File: config.mk
export PLATFORM = sky130hd
export DESIGN_NAME = traffic_light_controller
export DESIGN_NICKNAME = d
export VERILOG_FILES = /design/src/rtl/traffic_light_controller_pkg.sv /design/src/rtl/traffic_light_controller_phase_timer.sv /design/src/rtl/traffic_light_controller.sv
export SDC_FILE = /design/constraint.sdc
export NUM_CORES = 1
export LEC_CHECK = 0
export ABC_CLOCK_PERIOD_IN_PS = 4000
export CAP_MARGIN = 15
export CORE_AREA = 3 3 55 57
export DETAILED_ROUTE_END_ITERATION = 8
export DIE_AREA = 0 0 58 60
export GPL_TIMING_DRIVEN = 0
export PLACE_DENSITY = 0.73
export RECOVER_POWER = 100
export SYNTH_ARGS = -nofsm -noshare
export SYNTH_HDL_FRONTEND = slang
export SYNTH_HIERARCHICAL = 1
export SYNTH_SLANG_ARGS = --single-unit
File: constraint.sdc
create_clock -name clk -period 4 [get_ports clk]
set_clock_uncertainty 0.15 [all_clocks]
set_input_delay 0.6 -clock clk [delete_from_list [all_inputs] [get_ports clk]]
set_output_delay 0.6 -clock clk [all_outputs]
set_load 0.01 [all_outputs]
File: src/rtl/traffic_light_controller_pkg.sv
// Shared encodings, phase durations and output bundle for the intersection controller.
package traffic_light_controller_pkg;

    localparam int unsigned CNT_W = 6;

    localparam logic [1:0] LAMP_G = 2'b00;
    localparam logic [1:0] LAMP_Y = 2'b01;
    localparam logic [1:0] LAMP_R = 2'b10;

    localparam int unsigned T_S1_DEF     = 30;
    localparam int unsigned T_S2_DEF     = 5;
    localparam int unsigned T_S3_DEF     = 35;
    localparam int unsigned T_S4_DEF     = 20;
    localparam int unsigned T_S5_DEF     = 30;
    localparam int unsigned T_S6_DEF     = 5;
    localparam int unsigned T_S7_DEF     = 30;
    localparam int unsigned BUZZ_LEN_DEF = 5;

    typedef enum logic [3:0] {
        S1 = 4'd0,
        S2 = 4'd1,
        S3 = 4'd2,
        S4 = 4'd3,
        S5 = 4'd4,
        S6 = 4'd5,
        S7 = 4'd6,
        EL = 4'd7,
        ER = 4'd8
    } state_t;

    typedef struct packed {
        logic [1:0] t1;
        logic [1:0] t2;
        logic       t1_walk;
        logic       t2_walk;
        logic       buzzer;
    } signals_t;

    // Road 1 green, road 2 red, everything else quiet.
    localparam signals_t SIG_RESET = '{LAMP_G, LAMP_R, 1'b0, 1'b0, 1'b0};

endpackage

File: src/rtl/traffic_light_controller_phase_timer.sv
// Phase dwell counter: counts up each second, clears on phase change or emergency hold.
module traffic_light_controller_phase_timer
    import traffic_light_controller_pkg::*;
(
    input  logic             clk,
    input  logic             reset,
    input  logic             clear,
    input  logic [CNT_W-1:0] limit,
    output logic [CNT_W-1:0] cnt_next_c,
    output logic             tc_c
);

    logic [CNT_W-1:0] cnt;

    // Terminal count marks the last second of the current phase.
    assign tc_c = (cnt == limit - CNT_W'(1));

    // Next count: restart at zero when told, otherwise advance.
    always_comb begin
        cnt_next_c = cnt + CNT_W'(1);
        if (clear) begin
            cnt_next_c = '0;
        end
    end

    // Count register.
    always_ff @(posedge clk or posedge reset) begin
        if (reset) begin
            cnt <= '0;
        end else begin
            cnt <= cnt_next_c;
        end
    end

endmodule

File: src/rtl/traffic_light_controller.sv
// Two-road signal controller with pedestrian walks, buzzer and emergency pre-emption.
module traffic_light_controller
    import traffic_light_controller_pkg::*;
#(
    parameter int unsigned T_S1     = T_S1_DEF,
    parameter int unsigned T_S2     = T_S2_DEF,
    parameter int unsigned T_S3     = T_S3_DEF,
    parameter int unsigned T_S4     = T_S4_DEF,
    parameter int unsigned T_S5     = T_S5_DEF,
    parameter int unsigned T_S6     = T_S6_DEF,
    parameter int unsigned T_S7     = T_S7_DEF,
    parameter int unsigned BUZZ_LEN = BUZZ_LEN_DEF
) (
    input  logic       clk,
    input  logic       reset,
    input  logic       Emergency_Left,
    input  logic       Emergency_Right,
    output logic [1:0] T1,
    output logic [1:0] T2,
    output logic       T1_WALK,
    output logic       T2_WALK,
    output logic       buzzer
);

    state_t           state;
    state_t           state_next;
    logic [CNT_W-1:0] limit;
    logic [CNT_W-1:0] cnt_next;
    logic             tc;
    logic             clear;
    signals_t         sig;
    signals_t         sig_next;

    traffic_light_controller_phase_timer u_timer (
        .clk        (clk),
        .reset      (reset),
        .clear      (clear),
        .limit      (limit),
        .cnt_next_c (cnt_next),
        .tc_c       (tc)
    );

    // Dwell length of the phase currently being timed.
    always_comb begin
        limit = CNT_W'(1);
        case (state)
            S1:      limit = CNT_W'(T_S1);
            S2:      limit = CNT_W'(T_S2);
            S3:      limit = CNT_W'(T_S3);
            S4:      limit = CNT_W'(T_S4);
            S5:      limit = CNT_W'(T_S5);
            S6:      limit = CNT_W'(T_S6);
            S7:      limit = CNT_W'(T_S7);
            default: limit = CNT_W'(1);
        endcase
    end

    // Next phase: emergencies pre-empt immediately (left first), otherwise time out in order.
    always_comb begin
        state_next = state;
        if (Emergency_Left) begin
            state_next = EL;
        end else if (Emergency_Right) begin
            state_next = ER;
        end else begin
            case (state)
                S1:      if (tc) state_next = S2;
                S2:      if (tc) state_next = S3;
                S3:      if (tc) state_next = S4;
                S4:      if (tc) state_next = S5;
                S5:      if (tc) state_next = S6;
                S6:      if (tc) state_next = S7;
                S7:      if (tc) state_next = S1;
                EL:      state_next = S2;
                ER:      state_next = S6;
                default: state_next = S1;
            endcase
        end
        // Counter restarts on any phase change and is pinned at zero during emergencies.
        clear = (state_next != state) || (state_next == EL) || (state_next == ER);
    end

    // Output decode of the upcoming phase/count so the registered lamps line up with the state.
    always_comb begin
        sig_next = SIG_RESET;
        case (state_next)
            S1: begin
                sig_next.t1 = LAMP_G;
                sig_next.t2 = LAMP_R;
            end
            S2: begin
                sig_next.t1 = LAMP_Y;
                sig_next.t2 = LAMP_R;
            end
            S3: begin
                sig_next.t1      = LAMP_R;
                sig_next.t2      = LAMP_R;
                sig_next.t1_walk = 1'b1;
                sig_next.t2_walk = 1'b1;
                sig_next.buzzer  = (cnt_next >= CNT_W'(T_S3 - BUZZ_LEN));
            end
            S4: begin
                sig_next.t1      = LAMP_R;
                sig_next.t2      = LAMP_G;
                sig_next.t1_walk = 1'b1;
                sig_next.buzzer  = (cnt_next < CNT_W'(BUZZ_LEN));
            end
            S5: begin
                sig_next.t1 = LAMP_R;
                sig_next.t2 = LAMP_G;
            end
            S6: begin
                sig_next.t1 = LAMP_R;
                sig_next.t2 = LAMP_Y;
            end
            S7: begin
                sig_next.t1      = LAMP_G;
                sig_next.t2      = LAMP_R;
                sig_next.t2_walk = 1'b1;
            end
            EL: begin
                sig_next.t1     = LAMP_G;
                sig_next.t2     = LAMP_R;
                sig_next.buzzer = 1'b1;
            end
            ER: begin
                sig_next.t1     = LAMP_R;
                sig_next.t2     = LAMP_G;
                sig_next.buzzer = 1'b1;
            end
            default: sig_next = SIG_RESET;
        endcase
    end

    // Phase and output registers.
    always_ff @(posedge clk or posedge reset) begin
        if (reset) begin
            state <= S1;
            sig   <= SIG_RESET;
        end else begin
            state <= state_next;
            sig   <= sig_next;
        end
    end

    assign T1      = sig.t1;
    assign T2      = sig.t2;
    assign T1_WALK = sig.t1_walk;
    assign T2_WALK = sig.t2_walk;
    assign buzzer  = sig.buzzer;

endmodule

# Yosys cells after proc, flatten, opt, wreduce, memory -nomap -nowiden
# Index checks and enable logic that the tools add are counted.
# op_classes
n_div,0
n_lt_le_gt_ge,2
n_reduce_logical,9
n_addsub,2
bitwise,0
muxes,16
shifts,0
n_eq_ne,18
multipliers,0
# ops
operator,count
$mux 4,9
$pmux 4 s9,1
$eq 4x3->1 const B,8
$pmux 6 s4,1
$eq 4x2->1 const B,4
$pmux 4 s4,1
$eq 4x1->1 const B,2
$eq 4x4->1 const B,2
$reduce_or 2->1,4
$add 6x1->6 const B,1
$eq 6x6->1,1
$ge 6x5->1 const B,1
$lt 6x3->1 const B,1
$mux 6,1
$reduce_or 3->1,2
$sub 6x1->6 const B,1
$logic_not 4->1,1
$ne 4x4->1,1
$pmux 1 s3,1
$logic_or 1x1->1,2
$mux 1,2
# word_totals
latch_bits,0
mem_count,0
romBits,0
word_cells,54
in_bits,4
ff_bits,17
ram_bits,0

# Logic depth before layout (Yosys ltp)
# logic_depth
depth_word,15
ltp_mapped,21
ltp_nobuf,19

# Hierarchy
# Netlist, hierarchy kept.
# by_module_without_submodules
mod,cells_per_inst,n_inst,area_each_um2
traffic_light_controller,73,1,735.7
traffic_light_controller_phase_timer,44,1,424.2

# Least setup slack after synthesis
# Ideal clock, no wire load.
# synth_timing
kind,reg2reg
start,register state[1]
end,"register sig, in the netlist buzzer"
setup_ps,87
t_required_ps,3763
synth_period_minus_slack_ps,3766
path_buffers,2
path_stages_with_launch,21
setup_slack_ps,234
arrival_ps,3529
path_cell_list,dfrtp_1 buf_4 inv_1 nor2_1 xnor2_1 nand2_1 inv_1 ha_1 xnor2_4 or4_1 nor3_1 buf_2 a21oi_1 o2111ai_4 nand2_1 nand3_1 nor2b_1 o21ai_0 nor4b_1 o211ai_1 o211ai_1
# synth_rtl
element,line,rtl
start: declaration,traffic_light_controller.sv:25,state_t state;
start signal: assignment,traffic_light_controller.sv:141,state <= state_next;
end signal: assignment,traffic_light_controller.sv:142,sig <= sig_next;
end: declaration,traffic_light_controller.sv:31,signals_t sig;

==> impl_metrics.tcl <==
set metrics [dict create \
    cp.arrival_ns 3.92 \
    synth_area_per_cell_um2 9.91 \
    hold_viol_final 0 \
    synth-xor-area-share_pct 13.7 \
    clkPwrFrac_pct 20.5 \
    cts_sinks 17 \
    cp_max_fo 6 \
    antenna_found_initial 0 \
    synth_top_cell_by_area "dfrtp_1" \
    holdCritPathClass "flip-flop to flip-flop" \
    syn_nets 123 \
    dr_total_vias 950 \
    power_frac_comb_pct 37.3 \
    synth.distinct_cells 43 \
    outcome "finished clean" \
    grt_util_all_layers_pct 16.3 \
    grt_pass1_vias 979 \
    fp.dieArea_mm2 0.00348 \
    setup_viol 0 \
    ys.flop_type "dfrtp_1" \
    synth-async-reset-ratio_pct 100 \
    chipWidth_um 58 \
    htreeDepth 1 \
    max_cap_viol_count 0 \
    holdBufCountCts 0 \
    grt_pass1_wl_um 4300 \
    synth_top_family_by_area "simple AND/OR/NAND/NOR gates" \
    syn2layout_area_growth_pct 26.5 \
    fin_ws_ns 0.135 \
    setup_tns_ns 0 \
    grt_start_max_net_pins 12 \
    antenna_left 0 \
    synth_simple_gate_area_share_pct 21.0 \
    overflow 0 \
    worstMarginPinSlew_ns 0.687 \
    routabilityCongestion 0.782 \
    cts_buffer_depth 2 \
    synth_warnings 6 \
    drt_iter0_markers 10 \
    crit_type "flip-flop to flip-flop" \
    cp-start-kind "flip-flop" \
    ioPinCount 11 \
    vias_per_cell 5.59 \
    finalPower_uw 444 \
    antenna_cells 0 \
    yosysTopAreaCellShare_pct 34.5 \
    nNetsFinal 147 \
    wl_per_cell_um 15.9 \
    clkTransAtPathRegs_ns 0.09 \
    filler_cell_count 212 \
    core_mm2 0.00252 \
    period_minus_slack_ns 3.86 \
    endpoint_kind "flip-flop" \
    floorplan.initialDensity_pct 46.0 \
    min_period_over_period_pct 96.6 \
    rows 18 \
    cts_tree "done" \
    max_freq_mhz 259 \
    detail_route.wirelength_um 2710 \
    die_h_um 60 \
    power_density_mw_per_mm2 303 \
    leakagePower_nw 0.600 \
    place_ws_ns -0.232 \
    seq_area_frac_synth_pct 36.8 \
    firstDrtPassIters 4 \
    synthCells 117 \
    synth_enable_flop_cells 0 \
    syn_area_mm2 0.00116 \
    required_ns 4.05 \
    root_buffer "clkbuf_4" \
    max-vdd-ir-drop_v 0.000229 \
    switching_share_pct 32.4 \
    io_buffers 9 \
    drive_gt1_share_pct 30.0 \
    finalMaxSlewViolations 0 \
    clock_latency_ns 0.30 \
    p_seq_share_pct 42.2 \
    ys_ff_latch 17 \
    drt_drc_violations_left 0 \
    cts_buffers 3 \
    muxShareOfSynthArea_pct 0.971 \
    slew-limit-headroom_pct 54.2 \
    dp_hpwl_um 1780 \
    intPower_uw 300 \
    switchingPower_uw 144 \
    ys_top_cells_by_area "dfrtp_1, xnor2_1, nor2_1, xnor2_4, a221oi_4" \
    synth_fa_ha_area_share_pct 2.16 \
    synth-compound-area-share_pct 19.1 \
]
[synth_stat cells, drive strengths merged, types with 3 or more instances]
| library cell | number |
|---|---|
| inv | 7 |
| nand2 | 5 |
| xnor2 | 13 |
| xor2 | 3 |
| buf | 5 |
| nor3 | 5 |
| nor2 | 13 |
| a21oi | 4 |
| nor2b | 4 |
| dfrtp | 16 |
| nand3 | 3 |
| o21ai | 5 |
| nor4b | 3 |
[repair_timing]
item | in CTS | in global routing
resized for setup | 10 | 13
buffers inserted | 2 | 8
pin swaps | 1 | 3
endpoints found under the setup margin | 1 | 2
[metrics by stage]
| stage | instances | hold slack, ns | area (µm²) | utilization (%) |
|---|---|---|---|---|
| after detailed placement | 156 | 0.424 | 1290 | 51.0 |
| after global routing | 170 | 0.443 | 1470 | 58.2 |
| after CTS | 162 | 0.417 | 1370 | 54.3 |
| after global placement | 156 | 0.376 | 1290 | 51.0 |
| final | 170 | 0.422 | 1470 | 58.2 |
| after floorplan | 117 | 0.241 | 1160 | - |
[per-layer routing]
metal / GRT usage [%] / up-vias / wire length, µm
li1: - / 458 / -
met3: 1.51 / 7 / 56
met4: 8.28 / 0 / 79
met1: 19.1 / 466 / 1120
met5: 0 / - / 0
met2: 29.7 / 19 / 1450
[flip-flops by register name, indices dropped and copies added (netlist names)]
name / count
T2_WALK: 1
buzzer: 1
T2: 2
state: 4
T1_WALK: 1
T1: 2
u_timer/cnt: 6
[cell usage in the layout, fill, tap and decap left out, drive strengths merged, types with 3 or more instances in the layout]
| cell type | instances |
|---|---|
| xnor2 | 13 |
| nand3 | 3 |
| dfrtp | 16 |
| buf | 14 |
| nor2b | 4 |
| nor2 | 13 |
| xor2 | 3 |
| a21oi | 4 |
| nor3 | 5 |
| o21ai | 5 |
| dlygate4sd3 | 9 |
| nand2 | 5 |
| nor4b | 3 |
| clkbuf | 6 |
| inv | 7 |
[cells by family (layout without fill, tap and decap cells)]
family / count (synthesis) / in the layout
fa+ha+maj: 2 / 2
flops: 17 / 17
xor+xnor: 16 / 16
simple gates: 43 / 43
buf+inv: 13 / 36
mux: 1 / 1
compound gates: 25 / 25
[critical path, cell delays in order, from the launching register on]
cell and delay, ns:
dfrtp_1 0.42, buf_6 0.14, inv_2 0.09, nor2_4 0.06
xnor2_2 0.15, nand2_1 0.12, inv_2 0.09, ha_4 0.21
xnor2_4 0.11, or4_1 0.53, nor3_2 0.16, buf_4 0.16
buf_4 0.11, a21boi_0 0.26, nor2_1 0.11, nand3_4 0.14
nor2b_4 0.06, o21ai_0 0.18, nor4b_2 0.24, o211ai_1 0.14
o211ai_1 0.16
[worst paths after layout]
kind	start	endpoint	slack (ns)	cells past startpoint
max	state[1]	buzzer	0.14	20
min	u_timer/cnt[0]	u_timer/cnt[0]	0.42	1
max reg2reg	state[1]	buzzer	0.14	20
min reg2reg	u_timer/cnt[0]	u_timer/cnt[0]	0.42	1
max in group asynchronous	reset	T2[1]	2.75	2
min in group asynchronous	reset	u_timer/cnt[4]	0.55	2
[cell type report]
type	instances	area (µm²)	area share, %
Inverter	7	26.3	1.79
Buffer	6	52.6	3.58
Multi-Input combinational cell	87	733	50.0
Clock buffer	4	26.3	1.79
Timing Repair Buffer	19	165	11.3
Sequential cell	17	427	29.1
Tap cell	30	37.5	2.56
[power groups by stage]
stage	combinational, mW	sequential, mW	clock (mW)
finish	0.166	0.187	0.0911
global route	0.180	0.188	0.103
CTS	0.143	0.188	0.0942
detailed placement	0.134	0.191	0
global placement	0.130	0.190	0
floorplan	0.104	0.191	0
Note: power is estimated with default switching activity, not from simulation.
